**src/rtl/mdseq_pkg.sv**
```systemverilog
// Shared definitions for the sequential multiply/divide controller.
// State and op encodings plus the iteration count of the datapath.
package mdseq_pkg;

  typedef enum logic [2:0] {
    S_IDLE  = 3'd0,
    S_LOAD  = 3'd1,
    S_RUN   = 3'd2,
    S_WRITE = 3'd3,
    S_EXC   = 3'd4
  } state_t;

  localparam logic OP_MULT = 1'b0;
  localparam logic OP_DIV  = 1'b1;

  localparam int ITER_COUNT = 32;
  localparam int CNT_W      = $clog2(ITER_COUNT);

  localparam logic [CNT_W-1:0] CNT_INIT = CNT_W'(ITER_COUNT - 1);

endpackage

```
**src/rtl/mult_div_seq.sv**
```systemverilog
// Control FSM sequencing a 32-step multiply/divide datapath.
// Define MDSEQ_DIVZERO_EN to trap divide-by-zero in an EXC state.
module mult_div_seq
  import mdseq_pkg::*;
(
  input  logic        clock,
  input  logic        reset,
  input  logic        start,
  input  logic        op,
  input  logic [31:0] operand_b,
  output logic        load,
  output logic        mult_step,
  output logic        div_step,
  output logic        hi_write,
  output logic        lo_write,
  output logic        mux_hi,
  output logic        mux_lo,
  output logic        busy,
  output logic        done,
  output logic        div_zero
);

  state_t           state_q;
  state_t           state_d;
  logic [CNT_W-1:0] cnt_q;
  logic             op_q;
  logic             accept;
  logic             trap;

  assign accept = (state_q == S_IDLE) && start;

`ifdef MDSEQ_DIVZERO_EN
  assign trap = (op == OP_DIV) && (operand_b == '0);
`else
  logic unused_b;
  assign unused_b = ^operand_b;
  assign trap     = 1'b0;
`endif

  always_ff @(posedge clock) begin
    if (reset) begin
      state_q <= S_IDLE;
      cnt_q   <= CNT_INIT;
      op_q    <= OP_MULT;
    end else begin
      state_q <= state_d;
      if (accept)
        op_q <= op;
      if (state_q == S_LOAD)
        cnt_q <= CNT_INIT;
      else if (state_q == S_RUN)
        cnt_q <= cnt_q - 1'b1;
    end
  end

  // mux selects simply follow op_q, which only moves on an accepted start
  assign mux_hi = op_q;
  assign mux_lo = op_q;
  assign busy   = (state_q != S_IDLE);

  always_comb begin
    state_d   = state_q;
    load      = 1'b0;
    mult_step = 1'b0;
    div_step  = 1'b0;
    hi_write  = 1'b0;
    lo_write  = 1'b0;
    done      = 1'b0;
    div_zero  = 1'b0;
    unique case (state_q)
      S_IDLE: begin
        if (start)
          state_d = trap ? S_EXC : S_LOAD;
      end
      S_LOAD: begin
        load    = 1'b1;
        state_d = S_RUN;
      end
      S_RUN: begin
        mult_step = (op_q == OP_MULT);
        div_step  = (op_q == OP_DIV);
        if (cnt_q == '0)
          state_d = S_WRITE;
      end
      S_WRITE: begin
        hi_write = 1'b1;
        lo_write = 1'b1;
        done     = 1'b1;
        state_d  = S_IDLE;
      end
`ifdef MDSEQ_DIVZERO_EN
      S_EXC: begin
        div_zero = 1'b1;
        state_d  = S_IDLE;
      end
`endif
      default: state_d = S_IDLE;
    endcase
  end

endmodule

```
**config.mk**
```make
export PLATFORM = sky130hd
export DESIGN_NAME = mult_div_seq
export DESIGN_NICKNAME = d
export VERILOG_FILES = /design/src/rtl/mdseq_pkg.sv /design/src/rtl/mult_div_seq.sv
export SDC_FILE = /design/constraint.sdc
export NUM_CORES = 1
export LEC_CHECK = 0
export BUFFER_PORTS_ARGS = -buffer_cell sky130_fd_sc_hd__buf_2
export CAP_MARGIN = 25
export CORE_UTILIZATION = 35
export CTS_CLUSTER_SIZE = 28
export DETAILED_ROUTE_END_ITERATION = 10
export MAX_ROUTING_LAYER = met4
export PLACE_DENSITY = 0.77
export SETUP_SLACK_MARGIN = 0.2
export SLEW_MARGIN = 0
export SYNTH_ARGS = -nofsm -noshare
export SYNTH_HDL_FRONTEND = slang
export SYNTH_SLANG_ARGS = --single-unit
```
**constraint.sdc**
```tcl
create_clock -name clock -period 2.51 [get_ports clock]
set_clock_uncertainty 0.2 [all_clocks]
set_input_delay 0 -clock clock [delete_from_list [all_inputs] [get_ports clock]]
set_output_delay 0 -clock clock [all_outputs]
set_load 0.005 [all_outputs]
```
==> results.tsv, run 1 <==
stage	metric	value	unit
critical_path	WP data required	2.45	ns
worst_hold_path	Hold Crit Depth	4	
worst_hold_path	min-delay src	start	
route	Vias	382	
route	WL/cell	10.4	microns
synth	EDFF count, synth	0	
floorplanning	Die Y	39.4	microns
clock_network	Root Buffer	clkbuf_4	
synth	ys flop type	dfxtp_1	
layout	fin nets	109	
grt	initial antenna violation count	0	
synth	Async S/R FF share, synth	0	%
critical_path	cells on worst reg2reg path	5	
critical_path	CP endpoint kind	flip-flop	
power_and_ir_drop	maximum VDD drop	382	uV
timing	setup TNS	0	ns
timing	crit path time final	1.91	ns
synth	synth unique cells	22	
timing	Slew Limit Fails	0	
floorplanning	number of I/O pins	46	
synth	syn_nets	95	
grt	Total GRT Usage	14.6	%
run_status	status	completed	
worst_hold_path	Hold WC Path Type	in -> reg	
critical_path	Worst R2R Start	cnt_q[0]	
clock_network	worst skew pair latency	0.26	ns
clock_network	post-cts sizing count	0	
synth	syn avg cell area	9.08	sq um
synth	synthesis-stage register bit count	8	
synth	Yosys warning total	0	
timing	RSZ-0062 raised after global routing	no	
critical_path	crit path launch type	flip-flop	
place	I/O Buffers	12	
clock_network	Clk pin slew, worst setup/hold paths	0.06	ns
route	starting DRC count in detailed routing	11	
synth	most frequent cells after synthesis	8 x dfxtp_1, 7 x inv_1, 7 x nand2_1	
synth	top cells by area, synth	dfxtp_1 33%, ha_1 13%, buf_4 6.1%	
synth	Post-Syn Area	490	sq um
grt	first-pass GRT wire length	1370	microns
synth	Yosys top cell by area	dfxtp_1	
clock_network	post-CTS setup buffers	0	
power_and_ir_drop	power per cell area	883	nW/um^2
floorplanning	die area	1560	sq um
layout	Fill cells	139	
grt	Overflow after GRT	0	
synth	share of the synthesized area in the top cell type	32.7	%
route	drt drc	0	
layout	layout cells sized above 1	25.8	%
worst_hold_path	worst hold endpoint	state_q[0]	
synth	Syn Inst Count	54	
synth	Seq/Total Area, Yosys	32.7	%
critical_path	reg-to-reg setup timing slack	0.60	ns
clock_network	CTS tree	done	
timing	Final Hold Slack	0.0577	ns
clock_network	# H-tree levels	1	
floorplanning	Initial Util	37.7	%
synth	count leader, synth	dfxtp_1	
grt	vias in the first global route	336	
clock_network	clk buf depth	2	
timing	final hold vios	0	
clock_network	CTS buffer count	3	
critical_path	FF-to-FF End	state_q[1]	
route	total wire length	845	microns
timing	Fmax	0.525	GHz
flow_run	number of max-cap violations	0	
critical_path	WS Path Type	reg -> reg	
floorplanning	Die Wd	39.4	microns
timing	period utilization	75.9	%
route	Routed Antenna Nets	0	
route	DR pass1 iterations	2	
critical_path	worst-path maximum fanout	4	
route	vias per cell	4.72	
place	HPWL after DPL	642	microns
floorplanning	core footprint	1300	sq um
timing	final setup vio count	0	
grt	pin count of the biggest net entering global routing	14	
place	RD Place Congestion	0.714	
layout	Area growth syn-to-layout	17.9	%
layout	ant diodes	0	
clock_network	clock sink count	8	
floorplanning	Site Rows	13	
power_and_ir_drop	cell leakage power	0.294	nW
critical_path	crit path DAT	1.85	ns
## cell type report
class	instances	area [sq um]	share of cell area, %
clock buffer	3	22.5	3.90
inverter	7	26.3	4.55
multi-input combinational	34	270	46.8
sequential	8	160	27.7
tap	15	18.8	3.25
timing repair buffer	14	80.1	13.9
## registers in the layout, summed over array words and instances (netlist names)
register / count
mux_hi: 1
state_q: 2
cnt_q: 5
## worst max-delay path, cell delays in order, from the launching register on
cell	delay, ns
dfxtp_1	0.34
inv_1	0.07
ha_1	0.19
or4b_4	0.51
and4_1	0.22
a311o_1	0.27
## per-stage QoR
stage / area, sq um / power [mW] / instances / setup WS (ns) / util [%]
after CTS: 578 / 0.518 / 81 / 0.602 / 44.4
after global routing: 578 / 0.559 / 81 / 0.540 / 44.4
after detailed placement: 536 / 0.410 / 76 / 0.608 / 41.2
final: 578 / 0.510 / 81 / 0.605 / 44.4
after global placement: 536 / 0.401 / 76 / 0.664 / 41.2
after floorplan: 490 / 0.354 / 54 / 0.719 / -
## where the power goes
group	switching (mW)	internal [mW]	total, mW
sequential	0.0280	0.151	0.179
clock	0.0452	0.0548	0.100
combinational	0.122	0.109	0.231
## metal layers
layer / global-route usage (%) / wire length [microns] / up-vias
li1: - / - / 204
met1: 14.7 / 382 / 167
met2: 22.1 / 398 / 11
met3: 10.2 / 65 / 0
met4: 5.17 / 0 / 0
met5: - / 0 / -
## cells by family after synthesis
logic type | share of synthesized area (%)
and+or+nand+nor | 21.2
buffers and inverters | 12.2
AOI/OAI and AO/OA | 15.1
DFF | 32.7
adders and majority gates | 12.8
xor gates and xnor gates | 5.36
other | 0.765
## worst max-delay path by stage
stage | from | slack (ns) | depth (start not counted) | end
3_5_place_dp | cnt_q[0] | 0.61 | 5 | state_q[1]
5_1_grt | cnt_q[0] | 0.54 | 5 | state_q[1]
3_3_place_gp | cnt_q[0] | 0.66 | 5 | state_q[1]
6_report | cnt_q[0] | 0.60 | 5 | state_q[1]
2_1_floorplan | cnt_q[0] | 0.72 | 5 | state_q[1]
4_1_cts | cnt_q[0] | 0.60 | 5 | state_q[1]
## placed cells by master (no fill, tap or decap)
cell            n
a311o_1         1
o21ai_1         2
nand3_1         1
nand2_1         7
clkbuf_4        3
and4_1          1
a21oi_1         3
nor4b_1         1
or4b_4          1
nor2_1          1
inv_1           7
ha_1            5
dlygate4sd3_1   2
and3_1          1
buf_2          12
conb_1          1
and4bb_1        1
a2111oi_4       1
o221a_1         1
dfxtp_1         8
nor2b_1         2
and2_1          1
xnor2_1         3
## timing repair
action	CTS	global route
hold buffers	2	0
hold endpoints to repair	8	0
setup endpoints to repair	0	0
Note: power is estimated with default switching activity, not from simulation.
==> run 2: changes to the inputs <==
==> constraint.sdc (replaced) <==
create_clock -name clock -period 1.95 [get_ports clock]
set_clock_uncertainty 0.2 [all_clocks]
set_input_delay 0 -clock clock [delete_from_list [all_inputs] [get_ports clock]]
set_output_delay 0 -clock clock [all_outputs]
set_load 0.005 [all_outputs]
==> results.tsv, run 2 (synthesized netlist as in run 1, its figures left out) <==
stage	metric	value	unit	change
floorplanning	Die Y	39.4	microns	unchanged
critical_path	CP endpoint kind	flip-flop		unchanged
timing	Final Hold Slack	0.300	ns	was 0.0577 ns
clock_network	worst skew pair latency	0.26	ns	about the same
clock_network	Clk pin slew, worst setup/hold paths	0.06	ns	about the same
place	dpl cells	77		was 76
clock_network	clock sink count	8		unchanged
power_and_ir_drop	Tot Pwr	0.696	mW	was 0.510 mW
layout	Sequential Area	163	sq um	was 160 sq um
place	RD Place Congestion	0.689		was 0.714
power_and_ir_drop	maximum VDD drop	581	uV	was 382 uV
layout	leading cell types in the layout, fill and taps excluded	12 x buf_2, 7 x nand2_1, 6 x dfxtp_1, 5 x inv_1		was 12 x buf_2, 8 x dfxtp_1, 7 x inv_1, 7 x nand2_1, 5 x ha_1
clock_network	# H-tree levels	1		unchanged
critical_path	worst-path maximum fanout	4		unchanged
layout	post-route insts no fill	85		was 81
floorplanning	Die Wd	39.4	microns	unchanged
critical_path	crit path launch type	flip-flop		unchanged
critical_path	crit path DAT	1.73	ns	was 1.85 ns
timing	final hold vios	0		unchanged
floorplanning	Site Rows	13		unchanged
layout	layout cells sized above 1	38.6	%	was 25.8%
layout	most common cell after layout, fill and taps aside	buf_2		unchanged
route	starting DRC count in detailed routing	4		was 11
power_and_ir_drop	power per cell area	1100	nW/um^2	was 883 nW/um^2
layout	max reg flops	5		unchanged
grt	initial antenna violation count	0		unchanged
grt	vias in the first global route	357		was 336
timing	final setup margin	0.159	ns	was 0.605 ns
timing	final setup vio count	0		unchanged
layout	Finished Cell Area	631	sq um	was 578 sq um
route	WL/cell	10.9	microns	was 10.4 microns
timing	crit path time final	1.79	ns	was 1.91 ns
place	I/O Buffers	12		unchanged
timing	period utilization	91.9	%	was 75.9%
place	pre-CTS WS	0.146	ns	was 0.608 ns
grt	Total GRT Usage	15.7	%	was 14.6%
clock_network	CTS tree	done		unchanged
clock_network	Root Buffer	clkbuf_4		unchanged
timing	RSZ-0062 raised after global routing	yes		was no
timing	Fmax	0.558	GHz	was 0.525 GHz
timing	setup TNS	0	ns	unchanged
grt	pin count of the biggest net entering global routing	10		was 14
layout	Fill cells	140		was 139
route	Routed Antenna Nets	0		unchanged
run_status	status	completed		unchanged
floorplanning	die area	1560	sq um	unchanged
layout	fin nets	113		was 109
place	HPWL after DPL	695	microns	was 642 microns
floorplanning	number of I/O pins	46		unchanged
route	total wire length	929	microns	was 845 microns
route	Vias	417		was 382
layout	Top reg by flops	cnt_q		unchanged
timing	Slew Limit Fails	0		unchanged
floorplanning	core footprint	1300	sq um	unchanged
route	drt drc	0		unchanged
critical_path	WS Path Type	reg -> reg		unchanged
grt	Overflow after GRT	0		unchanged
place	post-place instance area	558	sq um	was 536 sq um
worst_hold_path	Hold WC Path Type	reg -> reg		was in -> reg
layout	ant diodes	0		unchanged
route	DR pass1 iterations	4		was 2
floorplanning	Initial Util	37.7	%	unchanged
clock_network	CTS buffer count	3		unchanged
layout	Final Util	48.5	%	was 44.4%
layout	Multi-input gate area	288	sq um	was 270 sq um
critical_path	WP data required	1.88	ns	was 2.45 ns
clock_network	clk buf depth	2		unchanged
power_and_ir_drop	cell leakage power	0.301	nW	was 0.294 nW
layout	Area growth syn-to-layout	28.6	%	was 17.9%
grt	first-pass GRT wire length	1470	microns	was 1370 microns
flow_run	number of max-cap violations	0		unchanged
route	vias per cell	4.91		was 4.72
run 2: what timing repair did:
item / 4_1_cts / 5_1_grt
setup buffers: 2 / 0
hold buffers: 3 / 0
gates resized for setup: 0 / 2
endpoints found under the hold margin: 8 / 0
endpoints found under the setup margin: 1 / 2
pin swaps: 1 / 1
run 2: path summary, 6_finish.rpt:
| check | start | endpoint | slack (ns) | depth (start not counted) |
|---|---|---|---|---|
| worst min register to register | mux_hi | mux_hi | 0.30 | 2 |
| worst max-delay path | cnt_q[1] | state_q[1] | 0.16 | 5 |
| worst min-delay path | mux_hi | mux_hi | 0.30 | 2 |
| worst max register to register | cnt_q[1] | state_q[1] | 0.16 | 5 |
run 2: layout make-up:
class | instances | share of cell area [%]
Clock buffer | 3 | 3.57
Inverter | 7 | 4.17
Multi-Input combinational cell | 34 | 45.6
Sequential cell | 8 | 25.8
Tap cell | 15 | 2.98
Timing Repair Buffer | 18 | 17.9
run 2: critical path: stages (launching register included):
cell and delay, ns:
dfxtp_2 0.32, inv_2 0.06, ha_4 0.14, or4b_4 0.49
and4_1 0.21, a311o_1 0.27
run 2: layer usage:
metal,up-vias,routed length [microns],GRT usage [%]
met1,191,374,13.9
met4,0,19,7.76
met5,-,0,-
met2,12,478,27.0
met3,4,56,8.52
li1,210,-,-
run 2: power breakdown:
part,internal (mW),total (mW),switching (mW)
Combinational,0.167,0.337,0.171
Sequential,0.197,0.231,0.0343
Clock,0.0705,0.128,0.0572
Total,0.434,0.696,0.262
==> run 3: changes to the inputs <==
==> constraint.sdc (replaced) <==
create_clock -name clock -period 1.95 [get_ports clock]
set_clock_uncertainty 0.2 [all_clocks]
set_input_delay 0.195 -clock clock [delete_from_list [all_inputs] [get_ports clock]]
set_output_delay 0.195 -clock clock [all_outputs]
set_load 0.005 [all_outputs]
==> results.tsv, run 3 (synthesized netlist as in run 1, its figures left out) <==
stage	metric	value	unit	change
layout	ant diodes	0		unchanged
critical_path	CP max stage cell	or4b_4		unchanged
critical_path	biggest cell delay along the critical path	0.49	ns	about the same
route	total wire length	922	microns	was 929 microns
layout	Fill cells	141		was 140
clock_network	Root Buffer	clkbuf_4		unchanged
timing	period utilization	91.8	%	was 91.9%
route	vias per cell	4.92		was 4.91
layout	leading cell types in the layout, fill and taps excluded	12 x buf_2, 7 x nand2_1, 5 x inv_1, 5 x dfxtp_1		was 12 x buf_2, 7 x nand2_1, 6 x dfxtp_1, 5 x inv_1
critical_path	CP Depth	5		unchanged
place	post-place instance area	558	sq um	unchanged
timing	final setup vio count	0		unchanged
worst_hold_path	Hold Crit Depth	3		was 2
timing	final hold vios	0		unchanged
floorplanning	core footprint	1300	sq um	unchanged
place	HPWL after DPL	695	microns	unchanged
place	dpl cells	77		unchanged
layout	layout cells sized above 1	40.6	%	was 38.6%
floorplanning	Initial Util	37.7	%	unchanged
critical_path	cells on worst reg2reg path	5		unchanged
power_and_ir_drop	maximum VDD drop	582	uV	was 581 uV
route	drt drc	0		unchanged
floorplanning	Die Y	39.4	microns	unchanged
grt	Total GRT Usage	15.5	%	was 15.7%
power_and_ir_drop	cell leakage power	0.297	nW	was 0.301 nW
layout	Final Util	47.8	%	was 48.5%
grt	pin count of the biggest net entering global routing	10		unchanged
critical_path	WS Path Type	reg -> reg		unchanged
layout	fin nets	112		was 113
timing	Fmax	0.558	GHz	about the same
clock_network	CTS tree	done		unchanged
layout	Area growth syn-to-layout	26.8	%	was 28.6%
layout	max reg flops	5		unchanged
power_and_ir_drop	power per cell area	1120	nW/um^2	was 1100 nW/um^2
layout	Multi-input gate area	288	sq um	unchanged
floorplanning	Site Rows	13		unchanged
critical_path	crit path DAT	1.73	ns	about the same
layout	post-route insts no fill	84		was 85
place	I/O Buffers	12		unchanged
power_and_ir_drop	Tot Pwr	0.696	mW	about the same
route	Vias	413		was 417
grt	initial antenna violation count	0		unchanged
critical_path	WP data required	1.88	ns	about the same
timing	setup TNS	0	ns	unchanged
floorplanning	die area	1560	sq um	unchanged
route	starting DRC count in detailed routing	4		unchanged
timing	RSZ-0062 raised after global routing	yes		unchanged
place	pre-CTS WS	0.146	ns	unchanged
grt	Overflow after GRT	0		unchanged
critical_path	CP cell instances	inv_2 > ha_4 > or4b_4 > and4_1 > a311o_1		unchanged
floorplanning	number of I/O pins	46		unchanged
clock_network	clk buf depth	2		unchanged
clock_network	CTS buffer count	3		unchanged
critical_path	crit path launch type	flip-flop		unchanged
grt	vias in the first global route	345		was 357
grt	first-pass GRT wire length	1440	microns	was 1470 microns
clock_network	worst skew pair latency	0.26	ns	about the same
clock_network	clock sink count	8		unchanged
route	DR pass1 iterations	4		unchanged
place	RD Place Congestion	0.689		unchanged
critical_path	CP endpoint kind	flip-flop		unchanged
timing	crit path time final	1.79	ns	about the same
critical_path	number of buffers and inverters on the critical path	1		unchanged
layout	Finished Cell Area	622	sq um	was 631 sq um
timing	Slew Limit Fails	0		unchanged
critical_path	worst-path maximum fanout	4		unchanged
route	Routed Antenna Nets	0		unchanged
floorplanning	Die Wd	39.4	microns	unchanged
timing	Final Hold Slack	0.0332	ns	was 0.300 ns
run_status	status	completed		unchanged
layout	Sequential Area	164	sq um	was 163 sq um
worst_hold_path	Hold WC Path Type	in -> reg		was reg -> reg
layout	Top reg by flops	cnt_q		unchanged
route	WL/cell	11.0	microns	was 10.9 microns
timing	final setup margin	0.159	ns	about the same
flow_run	number of max-cap violations	0		unchanged
critical_path	Largest delay share family, worst path	simple AND/OR/NAND/NOR gates		unchanged
clock_network	# H-tree levels	1		unchanged
clock_network	Clk pin slew, worst setup/hold paths	0.06	ns	about the same
layout	most common cell after layout, fill and taps aside	buf_2		unchanged
-- run 3: tightest hold or removal path, delay by kind of cell --
family | cells | cell delay, ns
buffers and inverters | 1 | 0.11
AND/OR/NAND/NOR | 1 | 0.07
AO/OA/AOI/OAI | 1 | 0.06
-- run 3: routing by layer --
| layer | up-vias | global-route usage [%] | wire (microns) |
|---|---|---|---|
| met5 | - | - | 0 |
| met4 | 0 | 7.76 | 19 |
| met3 | 4 | 8.52 | 62 |
| li1 | 208 | - | - |
| met2 | 12 | 26.2 | 470 |
| met1 | 189 | 13.9 | 370 |
-- run 3: repair_timing --
| item | 4_1_cts | 5_1_grt |
|---|---|---|
| gates resized for setup | 1 | 2 |
| pin swaps | 1 | 1 |
| hold endpoints to repair | 1 | 0 |
| hold buffers | 2 | 0 |
| endpoints found under the setup margin | 3 | 3 |
| buffers inserted | 2 | 0 |
| gates cloned | 0 | 0 |
-- run 3: path summary, 6_finish.rpt --
check             startpoint  slack (ns)         end
setup reg to reg    cnt_q[1]        0.16  state_q[1]
hold reg to reg       mux_hi        0.30      mux_hi
setup / recovery    cnt_q[1]        0.16  state_q[1]
hold / removal         start        0.03      mux_hi
-- run 3: power by group --
group	internal, mW	switching, mW	total (mW)
Combinational	0.165	0.170	0.336
Clock	0.0705	0.0569	0.127
Sequential	0.199	0.0343	0.233
-- run 3: layout make-up --
class | instances | area share (%)
clock buffer | 3 | 3.62
timing repair buffer | 17 | 16.5
tap | 15 | 3.02
multi-input combinational | 34 | 46.3
sequential | 8 | 26.4
inverter | 7 | 4.23
